**config.mk**
```make
export PLATFORM = sky130hd
export DESIGN_NAME = br_update_queue
export DESIGN_NICKNAME = d
export VERILOG_FILES = /design/src/rtl/br_update_queue_pkg.sv /design/src/rtl/br_update_queue.sv
export SDC_FILE = /design/constraint.sdc
export NUM_CORES = 1
export LEC_CHECK = 0
export CAP_MARGIN = 20
export CORE_AREA = 2 2 138 140
export CTS_CLUSTER_SIZE = 8
export DETAILED_ROUTE_END_ITERATION = 10
export DIE_AREA = 0 0 140 142
export PLACE_DENSITY = 0.76
export SLEW_MARGIN = 20
export SYNTH_ARGS = -nofsm -noshare
export SYNTH_HDL_FRONTEND = slang
export SYNTH_SLANG_ARGS = --single-unit
export TNS_END_PERCENT = 50
```
**constraint.sdc**
```tcl
create_clock -name clk_in -period 5.2 [get_ports clk_in]
set_clock_uncertainty 0.05 [all_clocks]
set_input_delay 0.78 -clock clk_in [delete_from_list [all_inputs] [get_ports clk_in]]
set_output_delay 0.78 -clock clk_in [all_outputs]
set_load 0.01 [all_outputs]
```
**src/rtl/br_update_queue_pkg.sv**
```systemverilog
// Shared constants for the branch-update queue and the predictor tables it indexes.
package br_update_queue_pkg;

    localparam int BQ_BIT          = 3;
    localparam int PRED_TABLE_SIZE = 1024;
    localparam int PRED_TABLE_BIT  = $clog2(PRED_TABLE_SIZE);

endpackage

```
**src/rtl/br_update_queue.sv**
```systemverilog
// Branch-update queue: holds in-flight branches in program order, records ALU outcomes
// out of order, and retires them in order as predictor-update pulses.
module br_update_queue
    import br_update_queue_pkg::*;
#(
    parameter int BQ_BIT         = br_update_queue_pkg::BQ_BIT,
    parameter int PRED_TABLE_BIT = br_update_queue_pkg::PRED_TABLE_BIT
) (
    input  logic                      clk_in,
    input  logic                      rst_in,
    input  logic                      rdy_in,
    input  logic                      alloc_req,
    input  logic [31:0]               alloc_pred,
    input  logic [PRED_TABLE_BIT-1:0] alloc_g_ind,
    input  logic [PRED_TABLE_BIT-1:0] alloc_l_ind,
    output logic [BQ_BIT-1:0]         alloc_tag,
    output logic                      full,
    input  logic                      res_valid,
    input  logic [BQ_BIT-1:0]         res_tag,
    input  logic                      res_taken,
    output logic                      commit_ready,
    input  logic                      commit_req,
    input  logic                      flush_in,
    output logic                      br_req,
    output logic                      br_correct,
    output logic [31:0]               br_res,
    output logic [PRED_TABLE_BIT-1:0] br_g_ind,
    output logic [PRED_TABLE_BIT-1:0] br_l_ind,
    output logic                      mispredict
);

    localparam int DEPTH = 1 << BQ_BIT;
    localparam logic [BQ_BIT:0] DEPTH_CNT = {1'b1, {BQ_BIT{1'b0}}};

    logic [BQ_BIT-1:0] head_reg;
    logic [BQ_BIT-1:0] tail_reg;
    logic [BQ_BIT:0]   count_reg;
    logic [BQ_BIT:0]   count_next;
    logic [DEPTH-1:0]  valid_reg;
    logic [DEPTH-1:0]  resolved_reg;

    // Payload is never read unless the matching valid bit is set, so it carries no reset.
    logic                      pred_mem   [DEPTH];
    logic                      actual_mem [DEPTH];
    logic [PRED_TABLE_BIT-1:0] g_mem      [DEPTH];
    logic [PRED_TABLE_BIT-1:0] l_mem      [DEPTH];

    logic do_alloc;
    logic do_commit;
    logic do_res;
    logic head_correct;
    logic unused_pred;

    // Only bit 0 of the prediction word carries information.
    assign unused_pred = ^alloc_pred[31:1];

    assign alloc_tag    = tail_reg;
    assign full         = (count_reg == DEPTH_CNT);
    assign commit_ready = valid_reg[head_reg] & resolved_reg[head_reg];
    assign head_correct = (pred_mem[head_reg] == actual_mem[head_reg]);

    assign do_alloc  = rdy_in & ~flush_in & alloc_req & ~full;
    assign do_commit = rdy_in & ~flush_in & commit_req & commit_ready;
    assign do_res    = rdy_in & ~flush_in & res_valid & valid_reg[res_tag];

    always_comb begin
        count_next = count_reg;
        case ({do_alloc, do_commit})
            2'b10:   count_next = count_reg + 1'b1;
            2'b01:   count_next = count_reg - 1'b1;
            default: count_next = count_reg;
        endcase
    end

    always_ff @(posedge clk_in or posedge rst_in) begin
        if (rst_in) begin
            head_reg     <= '0;
            tail_reg     <= '0;
            count_reg    <= '0;
            valid_reg    <= '0;
            resolved_reg <= '0;
        end else if (rdy_in) begin
            if (flush_in) begin
                head_reg     <= '0;
                tail_reg     <= '0;
                count_reg    <= '0;
                valid_reg    <= '0;
                resolved_reg <= '0;
            end else begin
                if (do_res) begin
                    resolved_reg[res_tag] <= 1'b1;
                end
                if (do_commit) begin
                    valid_reg[head_reg]    <= 1'b0;
                    resolved_reg[head_reg] <= 1'b0;
                    head_reg               <= head_reg + 1'b1;
                end
                // Allocation never targets the head slot being popped: that needs full.
                if (do_alloc) begin
                    valid_reg[tail_reg]    <= 1'b1;
                    resolved_reg[tail_reg] <= 1'b0;
                    tail_reg               <= tail_reg + 1'b1;
                end
                count_reg <= count_next;
            end
        end
    end

    always_ff @(posedge clk_in) begin
        if (do_res) begin
            actual_mem[res_tag] <= res_taken;
        end
        if (do_alloc) begin
            pred_mem[tail_reg] <= alloc_pred[0];
            g_mem[tail_reg]    <= alloc_g_ind;
            l_mem[tail_reg]    <= alloc_l_ind;
        end
    end

    always_ff @(posedge clk_in or posedge rst_in) begin
        if (rst_in) begin
            br_req     <= 1'b0;
            br_correct <= 1'b0;
            br_res     <= '0;
            br_g_ind   <= '0;
            br_l_ind   <= '0;
            mispredict <= 1'b0;
        end else if (rdy_in) begin
            br_req     <= do_commit;
            mispredict <= do_commit & ~head_correct;
            if (do_commit) begin
                br_correct <= head_correct;
                br_res     <= {31'b0, actual_mem[head_reg]};
                br_g_ind   <= g_mem[head_reg];
                br_l_ind   <= l_mem[head_reg];
            end
        end
    end

endmodule

```
==> Yosys cells after proc, flatten, opt, wreduce, memory -nomap -nowiden <==
Memories as Yosys holds them, arrays and structs flattened. A register that Yosys moved wholly into a read port is not among the register bits.
Index checks and enable logic that the tools add are counted.
{ "totals": {"reg_bits": 30, "mem_bits_rw": 176, "in_bits": 63, "out_inout_bits": 60, "elab_cells": 91, "mem_count": 4} }
{ "classes": {"n_addsub": 4, "n_lt_le_gt_ge": 6, "n_eq_ne": 4, "muxes": 35, "bitwise_logic": 19, "reduce_logical": 10} }
{ "memory_table": {"columns": ["memory", "depth", "width", "read_ports", "rd_ports_with_merged_regs", "write_ports", "line", "text"], "rows": [
  ["g_mem", 8, 10, 1, 1, 1, "br_update_queue.sv:45", "logic [PRED_TABLE_BIT-1:0] g_mem [DEPTH];"],
  ["l_mem", 8, 10, 1, 1, 1, "br_update_queue.sv:46", "logic [PRED_TABLE_BIT-1:0] l_mem [DEPTH];"],
  ["actual_mem", 8, 1, 1, 0, 1, "br_update_queue.sv:44", "logic actual_mem [DEPTH];"],
  ["pred_mem", 8, 1, 1, 0, 1, "br_update_queue.sv:43", "logic pred_mem [DEPTH];"]
]} }
{ "op_table": {"columns": ["operator", "count"], "rows": [
  ["8-bit 2-to-1 mux", 13],
  ["8-bit bitwise AND", 3],
  ["8-bit inverter", 2],
  ["8-bit OR", 2],
  ["3-bit by 4-bit less-than comparator with 1-bit output (second input constant)", 3],
  ["3-bit 2-to-1 mux", 4],
  ["1-bit 2-to-1 mux", 10],
  ["1-bit bitwise AND", 9],
  ["1-bit binary-select mux with 3-bit select", 3],
  ["1-bit demux with 3-bit select", 3],
  ["3-bit by 1-bit greater-or-equal comparator with 1-bit output (second input constant)", 3],
  ["4-bit one-hot mux with 2 select lines", 1],
  ["2-bit AND reduction", 4],
  ["3-bit by 1-bit adder with 3-bit output (second input constant)", 2],
  ["4-bit by 1-bit adder with 4-bit output (second input constant)", 1],
  ["4-bit == test (second input constant)", 1],
  ["4-bit 2-to-1 mux", 1],
  ["2-bit nonzero test", 2],
  ["4-bit by 1-bit subtractor with 4-bit output (second input constant)", 1],
  ["1-bit logical AND", 3],
  ["1-bit inverter", 3],
  ["3-bit nonzero test", 1],
  ["2-bit by 1-bit == test with 1-bit output (second input constant)", 1],
  ["2-bit == test (second input constant)", 1],
  ["1-bit == test", 1]
]} }

==> Depth between registers and ports, before layout <==
{ "depth": {"word_depth": 15, "ltp_mapped": 14, "depth_no_buf": 11} }

==> Worst setup path after synthesis <==
No wires, ideal clock.
{ "synth_timing": {"path_kind": "input to register", "start": "input port flush_in", "end": "register resolved_reg[0]", "t_arrival_ps": 4267, "required_time_ps": 5030, "setup_slack_ps": 763, "path_stages": 8, "path_cell_list": "clkbuf_1 > nor2b_1 > nand2_1 > or2_2 > clkbuf_2 > nor4_1 > o21ai_0 > o21a_1"} }
{ "synth_between": {"elab_chain_len": 14, "elab_cells_between_ends": 18, "classes_between": "mux (8); bitwise (10)"} }
{ "synth_lines": {"columns": ["element", "line", "text"], "rows": [
  ["from (decl)", "br_update_queue.sv:23", "input logic flush_in,"],
  ["1-bit inverter", "br_update_queue.sv:62, br_update_queue.sv:63, br_update_queue.sv:64", null],
  ["1-bit bitwise AND", "br_update_queue.sv:62, br_update_queue.sv:63, br_update_queue.sv:64", null],
  ["1-bit bitwise AND (2 in series)", "br_update_queue.sv:64", "assign do_res = rdy_in & ~flush_in & res_valid & valid_reg[res_tag];"],
  ["8-bit 2-to-1 mux", "br_update_queue.sv:90", "if (do_res) begin"],
  ["8-bit 2-to-1 mux", "br_update_queue.sv:83", "if (flush_in) begin"],
  ["8-bit 2-to-1 mux", "br_update_queue.sv:82", "end else if (rdy_in) begin"],
  ["8-bit bitwise AND (no source line)", null, null],
  ["8-bit 2-to-1 mux", "br_update_queue.sv:93", "if (do_commit) begin"],
  ["8-bit 2-to-1 mux", "br_update_queue.sv:83", null],
  ["8-bit 2-to-1 mux", "br_update_queue.sv:82", null],
  ["8-bit bitwise AND (no source line)", null, null],
  ["8-bit 2-to-1 mux", "br_update_queue.sv:99", "if (do_alloc) begin"],
  ["8-bit 2-to-1 mux (*)", "br_update_queue.sv:83", null],
  ["to (signal assigned)", "br_update_queue.sv:81", "resolved_reg <= '0;"],
  ["to (signal assigned)", "br_update_queue.sv:88", "resolved_reg <= '0;"],
  ["to (signal, indexed assignment)", "br_update_queue.sv:101", "resolved_reg[tail_reg] <= 1'b0;"],
  ["to (decl)", "br_update_queue.sv:40", "logic [DEPTH-1:0] resolved_reg;"]
]} }
Mark *: on every way between the ends. The rest lies on a longest branch, timed or not. The select of a mux whose other input is x is not followed.
A chain may end at the register's enable or synchronous reset.

==> Worst setup path in the final report <==
{ "layout_timing": {"start": "register head_reg[0]", "end": "output port commit_ready"} }
{ "layout_between": {"elab_chain_len": 3, "elab_cells_between_ends": 5, "classes_between": "mux (4); bitwise (1)"} }
{ "layout_lines": {"columns": ["element", "line", "text"], "rows": [
  ["from (decl)", "br_update_queue.sv:35", "logic [BQ_BIT-1:0] head_reg;"],
  ["from (signal assigned)", "br_update_queue.sv:96", "head_reg <= head_reg + 1'b1;"],
  ["1-bit binary-select mux with 3-bit select", "br_update_queue.sv:59", "assign commit_ready = valid_reg[head_reg] & resolved_reg[head_reg];"],
  ["1-bit 2-to-1 mux (implied by the code)", "br_update_queue.sv:59", null],
  ["1-bit bitwise AND (*)", "br_update_queue.sv:59", null],
  ["to (decl)", "br_update_queue.sv:21", "output logic commit_ready,"]
]} }
Marked as above.

==> run metrics <==
fraction of the yosys area taken by sequential cells 72.6%; total number of nets in the final design 721; Setup-failing EPs final 0; floorplan core area 0.0185 sq mm; Remaining DRCs 32; unique cell type count in the Yosys netlist 55; quantity of hold-fixing buffers added after cts 0; critical path capture point type output pin; violation count after the first detailed-routing iteration 543; Slew Limit Fails 0; Achievable Freq 0.245 GHz; CTS tree built; Post-Synthesis Cell Area 0.00901 sq mm; worst hold stages 1; flop and latch count out of synthesis 226; number of flops mapped to enable cells by yosys 176; initial antenna violation count 1; final hold viol count 0; wire length of the first global-routing pass 31900 microns; CTS Root Buffer Type sky130_fd_sc_hd__clkbuf_16; register clock-pin slew on the reported worst setup and hold paths 50 ps; Final HPWL DP 11000 microns; RSZ-0062 raised after global routing false; remaining global-route overflow 0; actual slew at the worst max-slew pin 910 ps; layout overhead on the synthesized area 19.8%; largest net degree at the start of global routing 51; Total Die Area 0.0199 sq mm; total number of clock tree sinks 226; Port Buffers 60; share of the synthesized area in the top cell type 58.7%; final worst path period share 78.6%; H-tree levels 2; I/O pin count 123; Clock Tree Buf Depth 3; primary flip-flop cell chosen by synthesis mapping sky130_fd_sc_hd__edfxtp_1; total power 0.00417 W; wirelength, routed 20600 microns; via count of the first global-routing pass 5610; clock network latency to the later pin of the worst-skew pair 490 ps; total routing usage reported by global routing 21.1%; largest fanout on the critical path 18; required time of the critical path 4370 ps; most frequent cell after synthesis sky130_fd_sc_hd__edfxtp_1; cell taking the most area after synthesis sky130_fd_sc_hd__edfxtp_1; Mapped Cells 574; post-route worst hold slack 431 ps; status finished with violations; number of instances resized during post-cts repair 0; Detailed Routing Iterations Pass 1 10; accumulated negative setup slack 0 ps; antenna-violating nets left 0; total power divided by cell area 386 mW/mm^2; global placer's final weighted congestion 0.817; Tightest Hold Check Type flip-flop to flip-flop; highest ir drop seen on vdd 0.000313 V; reg2reg path depth 10; total number of yosys warnings 0; maxcap violations 0; share of flip-flops with an asynchronous set or reset 22.1%; width of the die 140 microns; Rel. slew slack 39.3%; total setup buffers inserted after CTS 0; number of rows created at floorplan 50; routed len/inst 22.6 microns; registers with the most flip-flops g_mem x80, l_mem x80; Final Critical Period 4090 ps; Setup Crit Path Kind flip-flop to output pin; violated checks DRC; Avg Inst Size Synth 15.7 sq um; number of buffers added by the clock tree synthesis step 34; leakage component of the power 4.07 nW; count of vias placed by the detailed router 5484; arrival time at the worst endpoint 3260 ps; die boundary height 142 microns; fraction of final layout cells sized beyond drive strength 1 12.5%; final core area utilization 58.5%; kind of launch point of the worst setup path flip-flop; initial standard-cell utilization of the core 48.8%; most frequent cells after synthesis sky130_fd_sc_hd__edfxtp_1 (176), sky130_fd_sc_hd__dfrtp_1 (50), sky130_fd_sc_hd__a22oi_1 (45), sky130_fd_sc_hd__buf_4 (32), sky130_fd_sc_hd__a21o_1 (26); DR vias/cell 6.01; number of inserted filler cells in the final layout 1369; top post-synthesis cells by area sky130_fd_sc_hd__edfxtp_1 (59%), sky130_fd_sc_hd__dfrtp_1 (14%), sky130_fd_sc_hd__a22oi_1 (3.8%)
[layer usage]
metal	share of wire [%]	vias up	GRT usage, %
met1	41	2773	27.9
met4	2.0	0	6.96
met3	7.8	36	4.48
li1	-	2396	-
met5	0	-	0
met2	50	279	35.3
[where the power goes]
part | switching, W | internal, W | leakage [nW]
sequential | 0.0000289 | 0.00199 | 2.28
clock | 0.000728 | 0.00125 | 0.463
combinational | 0.0000993 | 0.0000740 | 1.33
[per-stage QoR]
stage	area (sq um)	cells	setup slack [ps]
2_1_floorplan	9120	604	763
5_1_grt	10800	912	830
4_1_cts	10800	912	1080
3_5_place_dp	9810	852	1280
6_report	10800	913	1110
3_3_place_gp	9810	852	1360
[kinds of logic (layout without fill, tap and decap cells)]
group,count (synthesis),in the layout,share of synthesized area (%)
AOI/OAI and AO/OA,173,173,14.3
and+or+nand+nor,81,81,5.03
adders and majority gates,5,5,0.667
buffers and inverters,70,144,4.63
muxes,13,13,2.31
DFF,226,226,72.6
xor gates and xnor gates,5,5,0.486
other,1,32,0.0416
[worst max-delay path, cell delays in order (launching register included)]
cell and delay, ps:
sky130_fd_sc_hd__dfrtp_1 850, sky130_fd_sc_hd__nor2b_1 280, sky130_fd_sc_hd__a22oi_1 130, sky130_fd_sc_hd__o221ai_1 740
sky130_fd_sc_hd__and2b_1 230, sky130_fd_sc_hd__clkdlybuf4s50_1 540
[cells in the final DEF, fill, tap and decap left out, types with 3 or more instances in the layout]
cell                                n
sky130_fd_sc_hd__nor2b_1            6
sky130_fd_sc_hd__nand2_1           15
sky130_fd_sc_hd__a22oi_1           45
sky130_fd_sc_hd__clkbuf_16         35
sky130_fd_sc_hd__a21o_1            26
sky130_fd_sc_hd__inv_1              3
sky130_fd_sc_hd__nor3_2             5
sky130_fd_sc_hd__xor2_1             4
sky130_fd_sc_hd__ha_1               4
sky130_fd_sc_hd__a221oi_1          20
sky130_fd_sc_hd__mux2_2             6
sky130_fd_sc_hd__o21ai_0           12
sky130_fd_sc_hd__edfxtp_1         176
sky130_fd_sc_hd__conb_1            31
sky130_fd_sc_hd__a21oi_1            9
sky130_fd_sc_hd__and3_1            11
sky130_fd_sc_hd__nor3_1             3
sky130_fd_sc_hd__nor3b_1            7
sky130_fd_sc_hd__nor2_2             3
sky130_fd_sc_hd__buf_4             20
sky130_fd_sc_hd__and4_1             3
sky130_fd_sc_hd__a22o_1            23
sky130_fd_sc_hd__a31o_2             3
sky130_fd_sc_hd__a31oi_1           22
sky130_fd_sc_hd__nand2b_1           3
sky130_fd_sc_hd__clkdlybuf4s50_1   60
sky130_fd_sc_hd__clkbuf_1          23
sky130_fd_sc_hd__dfrtp_1           50
sky130_fd_sc_hd__nor2_1            12
[final cells by class]
cell class,count,area (sq um),area share [%]
flip-flops and latches,226,6540,60.6
repair buffers,80,751,6.96
well taps,234,293,2.71
multi-input cells,308,2220,20.5
inverters,4,15.0,0.139
clock buffers,58,962,8.92
diodes,1,2.50,0.0232
clock inverters,2,16.3,0.151
[path summary, 6_finish.rpt]
check	slack, ps	startpoint	end
max	1110	head_reg[0]	commit_ready
min	430	br_l_ind[8]	br_l_ind[8]
max reg2reg	1560	head_reg[0]	count_reg[3]
min reg2reg	430	br_l_ind[8]	br_l_ind[8]
max in group asynchronous	3870	rst_in	br_l_ind[4]
min in group asynchronous	760	rst_in	alloc_tag[0]
(Power assumes the default switching activity.)
